--- src/rtl/mem_req_arbiter_if.sv ---
// Bus bundle between four processors, the memory arbiter and the memory
// subsystem. The arbiter uses the master modport: it drives the memory
// request bus and the per-processor responses. The environment (processors
// plus memory) uses the slave modport.
interface mem_req_arbiter_if #(
  parameter int ADDR_W = 16,
  parameter int DATA_W = 32
);
  // Processor side
  logic [3:0]             proc_req;
  logic [3:0]             proc_we;
  logic [3:0][ADDR_W-1:0] proc_addr;
  logic [3:0][DATA_W-1:0] proc_wdata;
  logic [3:0]             proc_done;
  logic [3:0]             proc_err;
  logic [DATA_W-1:0]      proc_rdata;

  // Memory side
  logic                   mem_read_req;
  logic                   mem_write_req;
  logic [ADDR_W-1:0]      mem_addr;
  logic [DATA_W-1:0]      mem_write_data;
  logic [DATA_W-1:0]      mem_read_data;
  logic                   mem_ack;

  modport master (
    input  proc_req, proc_we, proc_addr, proc_wdata,
    output proc_done, proc_err, proc_rdata,
    output mem_read_req, mem_write_req, mem_addr, mem_write_data,
    input  mem_read_data, mem_ack
  );

  modport slave (
    output proc_req, proc_we, proc_addr, proc_wdata,
    input  proc_done, proc_err, proc_rdata,
    input  mem_read_req, mem_write_req, mem_addr, mem_write_data,
    output mem_read_data, mem_ack
  );
endinterface

--- src/rtl/mem_req_arbiter.sv ---
// Round-robin arbiter granting one of four processors access to a single
// memory port. One transaction is outstanding at a time; a transaction that
// sees no mem_ack within TIMEOUT cycles is aborted with an error pulse.
// All outputs are registered.
module mem_req_arbiter #(
  parameter int ADDR_W  = 16,
  parameter int DATA_W  = 32,
  parameter int TIMEOUT = 64
) (
  input  logic clk,
  input  logic reset,
  mem_req_arbiter_if.master bus
);

  localparam int CNT_W = (TIMEOUT > 1) ? $clog2(TIMEOUT) : 1;
  localparam logic [CNT_W-1:0] CNT_LAST = CNT_W'(TIMEOUT - 1);

  typedef enum logic [1:0] {
    IDLE = 2'd0,
    BUSY = 2'd1,
    RESP = 2'd2
  } state_t;

  state_t           state;
  logic [1:0]       last_grant;
  logic [1:0]       grant;
  logic             we_latched;
  logic [CNT_W-1:0] cnt;
  logic [1:0]       winner;

  // Scan upward from last_grant+1; iterating from the farthest offset down
  // lets the nearest requester overwrite earlier candidates.
  function automatic logic [1:0] rr_pick(input logic [3:0] req,
                                         input logic [1:0] last);
    logic [1:0] idx;
    rr_pick = last;
    for (int i = 4; i >= 1; i--) begin
      idx = last + 2'(i);
      if (req[idx]) rr_pick = idx;
    end
  endfunction

  function automatic logic [3:0] onehot(input logic [1:0] g);
    onehot = 4'b0001 << g;
  endfunction

  // Combinational round-robin winner among current requests
  always_comb begin
    winner = rr_pick(bus.proc_req, last_grant);
  end

  // Arbitration FSM with registered memory-bus and response outputs
  always_ff @(posedge clk) begin
    if (reset) begin
      state              <= IDLE;
      last_grant         <= 2'd3;
      grant              <= 2'd0;
      we_latched         <= 1'b0;
      cnt                <= '0;
      bus.mem_read_req   <= 1'b0;
      bus.mem_write_req  <= 1'b0;
      bus.mem_addr       <= '0;
      bus.mem_write_data <= '0;
      bus.proc_done      <= 4'b0;
      bus.proc_err       <= 4'b0;
      bus.proc_rdata     <= '0;
    end else begin
      case (state)
        IDLE: begin
          if (|bus.proc_req) begin
            grant              <= winner;
            we_latched         <= bus.proc_we[winner];
            bus.mem_addr       <= bus.proc_addr[winner];
            bus.mem_write_data <= bus.proc_wdata[winner];
            bus.mem_read_req   <= ~bus.proc_we[winner];
            bus.mem_write_req  <= bus.proc_we[winner];
            cnt                <= '0;
            state              <= BUSY;
          end
        end

        BUSY: begin
          // An ack in the final timeout cycle still counts as completion.
          if (bus.mem_ack) begin
            bus.mem_read_req   <= 1'b0;
            bus.mem_write_req  <= 1'b0;
            bus.mem_addr       <= '0;
            bus.mem_write_data <= '0;
            bus.proc_done      <= onehot(grant);
            bus.proc_rdata     <= we_latched ? '0 : bus.mem_read_data;
            state              <= RESP;
          end else if (cnt == CNT_LAST) begin
            bus.mem_read_req   <= 1'b0;
            bus.mem_write_req  <= 1'b0;
            bus.mem_addr       <= '0;
            bus.mem_write_data <= '0;
            bus.proc_err       <= onehot(grant);
            bus.proc_rdata     <= '0;
            state              <= RESP;
          end else begin
            cnt <= cnt + 1'b1;
          end
        end

        RESP: begin
          bus.proc_done  <= 4'b0;
          bus.proc_err   <= 4'b0;
          bus.proc_rdata <= '0;
          last_grant     <= grant;
          state          <= IDLE;
        end

        default: begin
          state <= IDLE;
        end
      endcase
    end
  end

endmodule

--- src/flat_wrapper.sv ---
// flat-port wrapper written by rule: the top's interface ports become plain ports
module mem_req_arbiter_flat 
#(
  parameter int ADDR_W  = 16,
  parameter int DATA_W  = 32,
  parameter int TIMEOUT = 64
)
  (clk, reset, bus_proc_req, bus_proc_we, bus_proc_addr, bus_proc_wdata, bus_proc_done, bus_proc_err, bus_proc_rdata, bus_mem_read_req, bus_mem_write_req, bus_mem_addr, bus_mem_write_data, bus_mem_read_data, bus_mem_ack);
  mem_req_arbiter_if #(.ADDR_W(ADDR_W), .DATA_W(DATA_W)) bus_i ();
  input  logic clk;
  input  logic reset;
  input wire logic [$bits(bus_i.proc_req)-1:0] bus_proc_req;
  input wire logic [$bits(bus_i.proc_we)-1:0] bus_proc_we;
  input wire logic [$bits(bus_i.proc_addr)-1:0] bus_proc_addr;
  input wire logic [$bits(bus_i.proc_wdata)-1:0] bus_proc_wdata;
  output wire logic [$bits(bus_i.proc_done)-1:0] bus_proc_done;
  output wire logic [$bits(bus_i.proc_err)-1:0] bus_proc_err;
  output wire logic [$bits(bus_i.proc_rdata)-1:0] bus_proc_rdata;
  output wire logic [$bits(bus_i.mem_read_req)-1:0] bus_mem_read_req;
  output wire logic [$bits(bus_i.mem_write_req)-1:0] bus_mem_write_req;
  output wire logic [$bits(bus_i.mem_addr)-1:0] bus_mem_addr;
  output wire logic [$bits(bus_i.mem_write_data)-1:0] bus_mem_write_data;
  input wire logic [$bits(bus_i.mem_read_data)-1:0] bus_mem_read_data;
  input wire logic [$bits(bus_i.mem_ack)-1:0] bus_mem_ack;
  assign bus_i.proc_req = bus_proc_req;
  assign bus_i.proc_we = bus_proc_we;
  assign bus_i.proc_addr = bus_proc_addr;
  assign bus_i.proc_wdata = bus_proc_wdata;
  assign bus_proc_done = bus_i.proc_done;
  assign bus_proc_err = bus_i.proc_err;
  assign bus_proc_rdata = bus_i.proc_rdata;
  assign bus_mem_read_req = bus_i.mem_read_req;
  assign bus_mem_write_req = bus_i.mem_write_req;
  assign bus_mem_addr = bus_i.mem_addr;
  assign bus_mem_write_data = bus_i.mem_write_data;
  assign bus_i.mem_read_data = bus_mem_read_data;
  assign bus_i.mem_ack = bus_mem_ack;
  mem_req_arbiter #(.ADDR_W(ADDR_W), .DATA_W(DATA_W), .TIMEOUT(TIMEOUT)) u_core (.clk(clk), .reset(reset), .bus(bus_i));
endmodule
--- config.mk ---
export PLATFORM = sky130hd
export DESIGN_NAME = mem_req_arbiter_flat
export DESIGN_NICKNAME = d
export VERILOG_FILES = /design/src/rtl/mem_req_arbiter_if.sv /design/src/rtl/mem_req_arbiter.sv /design/src/flat_wrapper.sv
export SDC_FILE = /design/constraint.sdc
export NUM_CORES = 1
export LEC_CHECK = 0
export ABC_AREA = 1
export CORE_AREA = 2 2 126 128
export CTS_CLUSTER_SIZE = 25
export DETAILED_ROUTE_END_ITERATION = 7
export DIE_AREA = 0 0 128 130
export PLACE_DENSITY = 0.86
export SYNTH_ARGS = -nofsm -noshare
export SYNTH_HDL_FRONTEND = slang
export SYNTH_SLANG_ARGS = --single-unit
--- constraint.sdc ---
create_clock -name clk -period 2.8 [get_ports clk]
set_input_delay 0.56 -clock clk [delete_from_list [all_inputs] [get_ports clk]]
set_output_delay 0.56 -clock clk [all_outputs]
set_load 0.01 [all_outputs]
# Yosys cells after proc, flatten, opt, wreduce, memory -nomap -nowiden
# Index checks and enable logic that the tools add are counted.
totals:
  output_inout_bits: 90
  wordCells: 87
  ff_bits: 103
  in_bits: 235
classes:
  n_bitwise: 1
  n_mux: 45
  n_reduce_logical: 11
  order_cmp: 4
  n_eq_ne: 9
  n_addsub: 4
  shift: 1
ops:
  columns: ["cell", "count"]
  rows:
  - ["2-to-1 mux 32 bit", 6]
  - ["one-hot mux 32 bit (2 select lines)", 2]
  - ["binary-select mux 32 bit (select 2 bit)", 1]
  - ["2-to-1 mux 16 bit", 4]
  - ["binary-select mux 16 bit (select 2 bit)", 1]
  - ["one-hot mux 16 bit (2 select lines)", 1]
  - ["2-to-1 mux 6 bit", 3]
  - ["one-hot mux 4 bit (2 select lines)", 2]
  - ["less-than comparator 2 x 3 -> 1 bit, second input constant", 4]
  - ["2-to-1 mux 2 bit", 6]
  - ["2-to-1 mux 4 bit", 3]
  - ["one-hot mux 6 bit (2 select lines)", 1]
  - ["binary-select mux 1 bit (select 2 bit)", 4]
  - ["2-to-1 mux 1 bit", 8]
  - ["AND reduction 2 bit", 4]
  - ["adder 6 x 1 -> 6 bit, second input constant", 1]
  - ["equality test 6 bit, second input constant", 1]
  - ["!= test 2 bit, second input constant", 3]
  - ["AND reduction 3 bit", 2]
  - ["adder 2 bit, second input constant", 2]
  - ["!= test 2 x 1 -> 1 bit, second input constant", 2]
  - ["one-hot mux 1 bit (2 select lines)", 2]
  - ["one-hot mux 2 bit (2 select lines)", 1]
  - ["AND reduction 4 bit", 1]
  - ["9 further kinds", 10]

# Logic depth before layout (Yosys ltp)
# Gate-level depths: netlist (run 1).
depth:
  word_depth: 11
  ltp_mapped: 18
  depth_no_buf: 15

# Least setup slack after synthesis (run 1)
# Ideal clock, no wire load.
synth_path:
  kind: "input port to flip-flop"
  from: "input port bus_proc_req[3]"
  to: "register u_core.bus.mem_write_data[20]"
  path_slack_ps: 989
  path_buffers: 1
  arrival_ps: 1679
  setup_ps: 132
  required_time_ps: 2668
  cell_stages: 15
  cell_sequence: "inv_1 -> nand2_1 -> nand3_1 -> nand2_1 -> inv_2 -> nand2_2 -> nand2_2 -> nand2_4 -> nand2_4 -> clkbuf_1 -> nand2_1 -> nand3_1 -> nand2_1 -> nand2_1 -> a21oi_1"
synth_between:
  elab_chain_cells: 9
  elab_cells_between_ends: 16
  classes_between: "eq/ne (1); mux (13); reduce/logical (2)"
synth_lines:
  columns: ["item", "line", "rtl"]
  rows:
  - ["start, declared", "flat_wrapper.sv:12", "input wire logic [$bits(bus_i.proc_req)-1:0] bus_proc_req;"]
  - ["binary-select mux 1 bit (select 2 bit)", "mem_req_arbiter.sv:39", "if (req[idx]) rr_pick = idx;"]
  - ["2-to-1 mux 1 bit (implied by the code)", "mem_req_arbiter.sv:39", null]
  - ["2-to-1 mux 2 bit (3 in series)", "mem_req_arbiter.sv:39", null]
  - ["binary-select mux 32 bit (select 2 bit)", "mem_req_arbiter.sv:74", "bus.mem_write_data <= bus.proc_wdata[winner];"]
  - ["2-to-1 mux 32 bit (implied by the code)", "mem_req_arbiter.sv:74", null]
  - ["2-to-1 mux 32 bit", "mem_req_arbiter.sv:70", "if (|bus.proc_req) begin"]
  - ["one-hot mux 32 bit (2 select lines)", "mem_req_arbiter.sv:68", "case (state)"]
  - ["end signal, assigned", "mem_req_arbiter.sv:74", null]
  - ["end, declared", "mem_req_arbiter_if.sv:29", "output mem_read_req, mem_write_req, mem_addr, mem_write_data,"]
# Several ways; a longest one is shown, not always the timed one. The select of a mux whose other input is x is not followed.
# A chain may end at the register's enable or synchronous reset.

# Final worst setup path (run 1)
layout_path:
  from: "input port bus_proc_req[0]"
  to: "register u_core.bus.mem_write_data[6]"
# Same word-level chain as after synthesis.

==> results of run 1 <==
synthesized netlist by cell type (2+ instances only):
library cell  instances
nand2_1             286
inv_1               219
nand3_1             202
dfxtp_1             103
a21oi_1              98
clkbuf_1             55
nand4_1              33
a311oi_1             32
buf_2                16
o21ai_0              15
nor2_1               14
buf_1                 9
nor3_1                6
buf_6                 5
ha_1                  5
inv_2                 4
nand2_2               3
o21ai_1               3
a211oi_1              2
buf_4                 2
nand2_4               2
nand3b_1              2
xor2_1                2
state kept, by name, summed over array words and instances, names as in the netlist:
signal and flops:
u_core.cnt 6, u_core.bus.mem_read_req 1, u_core.last_grant 2, u_core.bus.mem_write_req 1, u_core.bus.proc_done 4, u_core.we_latched 1
u_core.state 2, u_core.bus.proc_err 4, u_core.bus.mem_addr 16, u_core.grant 2, u_core.bus.proc_rdata 32, u_core.bus.mem_write_data 32
layout make-up:
class	count	area share (%)
multi-input combinational	706	33.1
clock inverter	6	0.714
sequential	103	19.9
clock buffer	9	2.18
antenna	1	0.0242
timing repair buffer	346	33.5
inverter	225	8.19
tap	192	2.32
routing by layer:
metal	share of wire [%]	GRT usage, %	routed length (µm)	vias to the layer above
met3	8.6	8.45	2090	59
li1	-	-	-	4112
met5	0	0	0	-
met4	3.8	14.2	925	0
met1	39	32.8	9400	3681
met2	49	49.5	11900	309
metrics by stage:
stage	hold slack, ns	total power [µW]	utilization, %
floorplan	0.457	4540	-
global placement	0.452	6220	65.1
detailed placement	0.457	6280	65.1
CTS	0.465	7610	67.0
global route	0.480	8160	67.1
finish	0.465	7560	67.1
critical path, cell delays in order:
cell and delay (ns):
clkdlybuf4s50_1 0.50, nand2_1 0.06, nand2_1 0.11, nand2_1 0.07, nand2_1 0.08, nand2_2 0.09
nand2_2 0.08, nand2_4 0.07, nand2_4 0.23, buf_12 0.24, nand2_1 0.07, nand3_1 0.07
nand2_1 0.05, nand2_1 0.09, a21oi_1 0.08
final timing paths:
check / from / to / slack, ns / cells past startpoint
max: bus_proc_req[0] / u_core.bus.mem_write_data[6] / 0.54 / 15
min: u_core.bus.mem_write_data[4] / u_core.bus.mem_write_data[4] / 0.46 / 2
max reg2reg: u_core.last_grant[0] / u_core.bus.mem_addr[11] / 0.60 / 14
min reg2reg: u_core.bus.mem_write_data[4] / u_core.bus.mem_write_data[4] / 0.46 / 2
report_power, final:
group / switching, µW / internal, µW
combinational: 2370 / 1840
sequential: 213 / 1840
clock: 597 / 704
cell families (layout without fill, tap and decap cells):
group	Yosys count	count (layout)	synth area share, %
flip-flops	103	103	30.8
buffers and inverters	312	586	18.5
other	0	1	0
AO/OA/AOI/OAI	150	150	13.1
AND/OR/NAND/NOR	549	549	36.5
adder cells (fa/ha/maj)	5	5	0.933
XOR/XNOR	2	2	0.261
==> flow_metrics.tcl, run 1 <==
set metrics [dict create \
    netlist_area_um2 6700 \
    most-common-layout-cells "clkdlybuf4s50_1 (323), nand2_1 (286), inv_1 (219)" \
    worst_clock_skew_ns 0.00989 \
    setup_ws_ns 0.535 \
    synth-seq-area-share_pct 30.8 \
    wire_per_inst_um 15.3 \
    cts_hold_buf 0 \
    setup.worst_path.end_class "flop" \
    drc 0 \
    period_needed_ns 2.26 \
    p_per_area_nw_per_um2 731 \
    clk_pin_slew_worst_paths_ns 0.07 \
    final_area_um2 10300 \
    die_h_um 130 \
    cts_resized 0 \
    initialDrtViolationCount 541 \
    ys_types 26 \
    start_util_pct 43.5 \
    status "finished clean" \
    cp_data_required_time_ns 3.02 \
    crit_type "input pin to flop" \
    ys_async_sr_fraction_pct 0 \
    overflow 0 \
    final_cells 1588 \
    dr.pass1.iters 5 \
    syn_nets 1361 \
    wl_um 24300 \
    multi_input_area_um2 3420 \
    peakVddDrop_mv 0.565 \
    hp-class "flop to flop" \
    die_w_um 128 \
    clock-sinks 103 \
    rows 46 \
    hold_viol_final 0 \
    slew_headroom_pct 32.2 \
    dp_cells 1572 \
    clk_latency_ns 0.35 \
    cap_violations 0 \
    syn_inst 1121 \
    cts_tree "yes" \
    vias 8161 \
    postRouteAntennaNets 0 \
    htree_levels 3 \
    vias_per_cell 5.14 \
    yosysTopAreaCellShare_pct 30.8 \
    grt_pass1_wl_um 38000 \
    globalplace.congestion 0.899 \
    tightestPinTransition_ns 1.02 \
    area_growth_pct 54.3 \
    port_buffers 324 \
    numCtsBuffers 9 \
    num-fill-cells 1418 \
    core_area_um2 15400 \
    die-area_um2 16600 \
    post_cts_buffers 0 \
    layout_commonest_cell "clkdlybuf4s50_1" \
    start_kind "input pin" \
    antenna_found_initial 1 \
    layout.nets 1631 \
    arrival_ns 2.48 \
    cts_root_buf "clkbuf_16" \
    fin_tns_setup_ns 0 \
    synthFlopType "dfxtp_1" \
    place_ws_ns 0.199 \
    regArea_um2 2060 \
    setup_viol 0 \
    drive_gt1_share_pct 3.73 \
    fmax_mhz 442 \
    ys_top_cells_by_area "dfxtp_1 (31%), nand2_1 (16%), nand3_1 (15%)" \
    critPathMaxFanout 40 \
    fin_crit_sh_pct 80.9 \
    p_leak_uw 0.00490 \
    drv_slew 0 \
    post_dp_cell_area_um2 10000 \
    syn-mean-instance-area_um2 5.98 \
    synth_edf_count 0 \
    yosys.area.top_type "dfxtp_1" \
    grt_pass1_vias 7494 \
    synth_seq_cells 103 \
    yosys_warnings 0 \
    dp_hpwl_um 18100 \
    grt_max_degree 92 \
    io_pins 325 \
    cts_buffer_depth 2 \
    rsz0062_at_grt "no" \
    grt_usage_pct 28.8 \
]
(Power assumes the default switching activity.)
==> inputs of run 2 (changes only) <==
Settings changed: CORE_AREA 2 2 126 128 to not set, CORE_MARGIN set to 1, CORE_UTILIZATION set to 38, DIE_AREA 0 0 128 130 to not set, PLACE_DENSITY 0.86 to 0.79.
Clock period 2.8 ns to 1.9 ns, I/O delays scaled along.
==> run 2 against run 1 <==
Against the previous run: the run now ends with negative setup slack left; clock power rose by 65%; largest cell class unchanged; clock skew shrank 0.0014 ns; setup slack lost 0.61 ns; count of clock-buffer cells in the layout unchanged; register-to-register slack got worse by 0.67 ns; sequential power grew 47%; non-clock buffer count increased by 43; sequential share of layout area shrank 1.8 points; largest power group unchanged; highest routed layer is now met5; critical endpoint is now u_core.bus.mem_addr[10].
==> flow_metrics.tcl, run 2 (same netlist as run 1, synthesis figures left out) <==
set metrics [dict create \
    cts_tree "yes" \
    htree_levels 3 \
    fin_util_pct 66.4 \
    setup_ws_ns -0.0736 \
    drc 0 \
    clk_pin_slew_worst_paths_ns 0.08 \
    cts_buffer_depth 2 \
    setup_viol 46 \
    slew_headroom_pct 64.4 \
    largestRegisters "u_core.bus.mem_write_data: 32 flops, u_core.bus.proc_rdata: 32 flops, u_core.bus.mem_addr: 16 flops" \
    hp-class "input pin to flop" \
    worst_clock_skew_ns 0.00844 \
    postRouteAntennaNets 0 \
    final_cells 1666 \
    setup.worst_path.end_class "flop" \
    start_util_pct 38.9 \
    clk_latency_ns 0.36 \
    vias 8701 \
    tightestPinTransition_ns 0.530 \
    grt_usage_pct 27.3 \
    rsz0062_at_grt "yes" \
    cp_data_required_time_ns 2.14 \
    globalplace.congestion 0.897 \
    dp_hpwl_um 17800 \
    critPathMaxFanout 11 \
    clock-sinks 103 \
    grt_pass1_vias 7891 \
    grt_max_degree 57 \
    cts_root_buf "clkbuf_16" \
    die-area_um2 18200 \
    vias_per_cell 5.22 \
    layout.nets 1675 \
    drive_gt1_share_pct 10.5 \
    port_buffers 324 \
    core_area_um2 17200 \
    fin_crit_sh_pct 104 \
    crit_type "flop to flop" \
    dr.pass1.iters 5 \
    wl_um 28200 \
    die_w_um 135 \
    wire_per_inst_um 16.9 \
    drv_slew 0 \
    start_kind "flop" \
    layout_commonest_cell "clkdlybuf4s50_1" \
    hold_viol_final 0 \
    overflow 0 \
    numCtsBuffers 9 \
    period_needed_ns 1.97 \
    status "finished, violations left" \
    regArea_um2 2070 \
    area_growth_pct 70.7 \
    fmax_mhz 507 \
    peakVddDrop_mv 0.704 \
    p_leak_uw 0.00540 \
    rows 48 \
    multi_input_area_um2 3680 \
    cts_hold_buf 0 \
    whs_ns 0.390 \
    violations "negative setup slack" \
    initialDrtViolationCount 675 \
    rrSetupSlack_ns -0.07 \
    cap_violations 0 \
    die_h_um 135 \
    antenna_found_initial 2 \
    num-fill-cells 1490 \
    p_per_area_nw_per_um2 1150 \
    most-common-layout-cells "clkdlybuf4s50_1 (320), nand2_1 (265), inv_1 (217)" \
    grt_pass1_wl_um 39200 \
    io_pins 325 \
    dp_cells 1623 \
    arrival_ns 2.22 \
]
## run 2: per-stage QoR
step | worst slack, ns | TNS (ns) | total power [µW] | cell area [µm²]
floorplan | 0.128 | 0 | 6690 | 6700
global placement | -0.370 | -15.49 | 9490 | 10400
detailed placement | -0.389 | -17.77 | 9600 | 10400
CTS | -0.0264 | -0.419 | 11900 | 10800
global route | -0.179 | -7.16 | 14000 | 11400
finish | -0.0736 | -1.75 | 13100 | 11400
## run 2: worst paths after layout
kind                            startpoint                       endpoint  cells after the start
min                                  reset  u_core.bus.mem_write_data[21]                      2
max                   u_core.last_grant[0]        u_core.bus.mem_addr[10]                     16
max reg2reg           u_core.last_grant[0]        u_core.bus.mem_addr[10]                     16
min reg2reg  u_core.bus.mem_write_data[24]  u_core.bus.mem_write_data[24]                      2
## run 2: metal layers
layer	up-vias	GRT usage, %	share of wire [%]
met5	-	0	0.046
met4	2	14.9	5.1
met3	105	7.24	8.3
met2	433	46.5	48
met1	3953	31.1	39
li1	4208	-	-
## run 2: where the power goes
group          leakage, µW  total [µW]  switching, µW  internal (µW)
sequential        0.000847        3030            312           2720
combinational      0.00439        7980           4230           3740
clock             0.000165        2140            952           1190
## run 2: layout make-up
cell class | count | area share [%]
clock inverters | 7 | 0.951
inverters | 225 | 7.45
repair buffers | 389 | 36.9
clock buffers | 9 | 1.97
multi-input cells | 707 | 32.1
well taps | 225 | 2.46
diodes | 1 | 0.0219
flip-flops and latches | 103 | 18.1
## run 2: critical path: stages (launching register included)
cell and delay (ns):
dfxtp_2 0.34, buf_12 0.12, inv_8 0.04, nand2_1 0.07, nand2_2 0.07, nand2_1 0.09, nand2_1 0.06, inv_2 0.11
nand3_4 0.16, buf_12 0.19, nand2_8 0.09, buf_6 0.19, nand2_1 0.07, nand3_1 0.07, nand2_1 0.06, nand2_1 0.06
a21oi_1 0.06
## run 2: timing repair
action | 4_1_cts | 5_1_grt
pin swaps | 1 | 21
gates resized for setup | 7 | 67
setup endpoints to repair | 47 | 56
gates cloned | 1 | 16
buffers inserted | 2 | 7
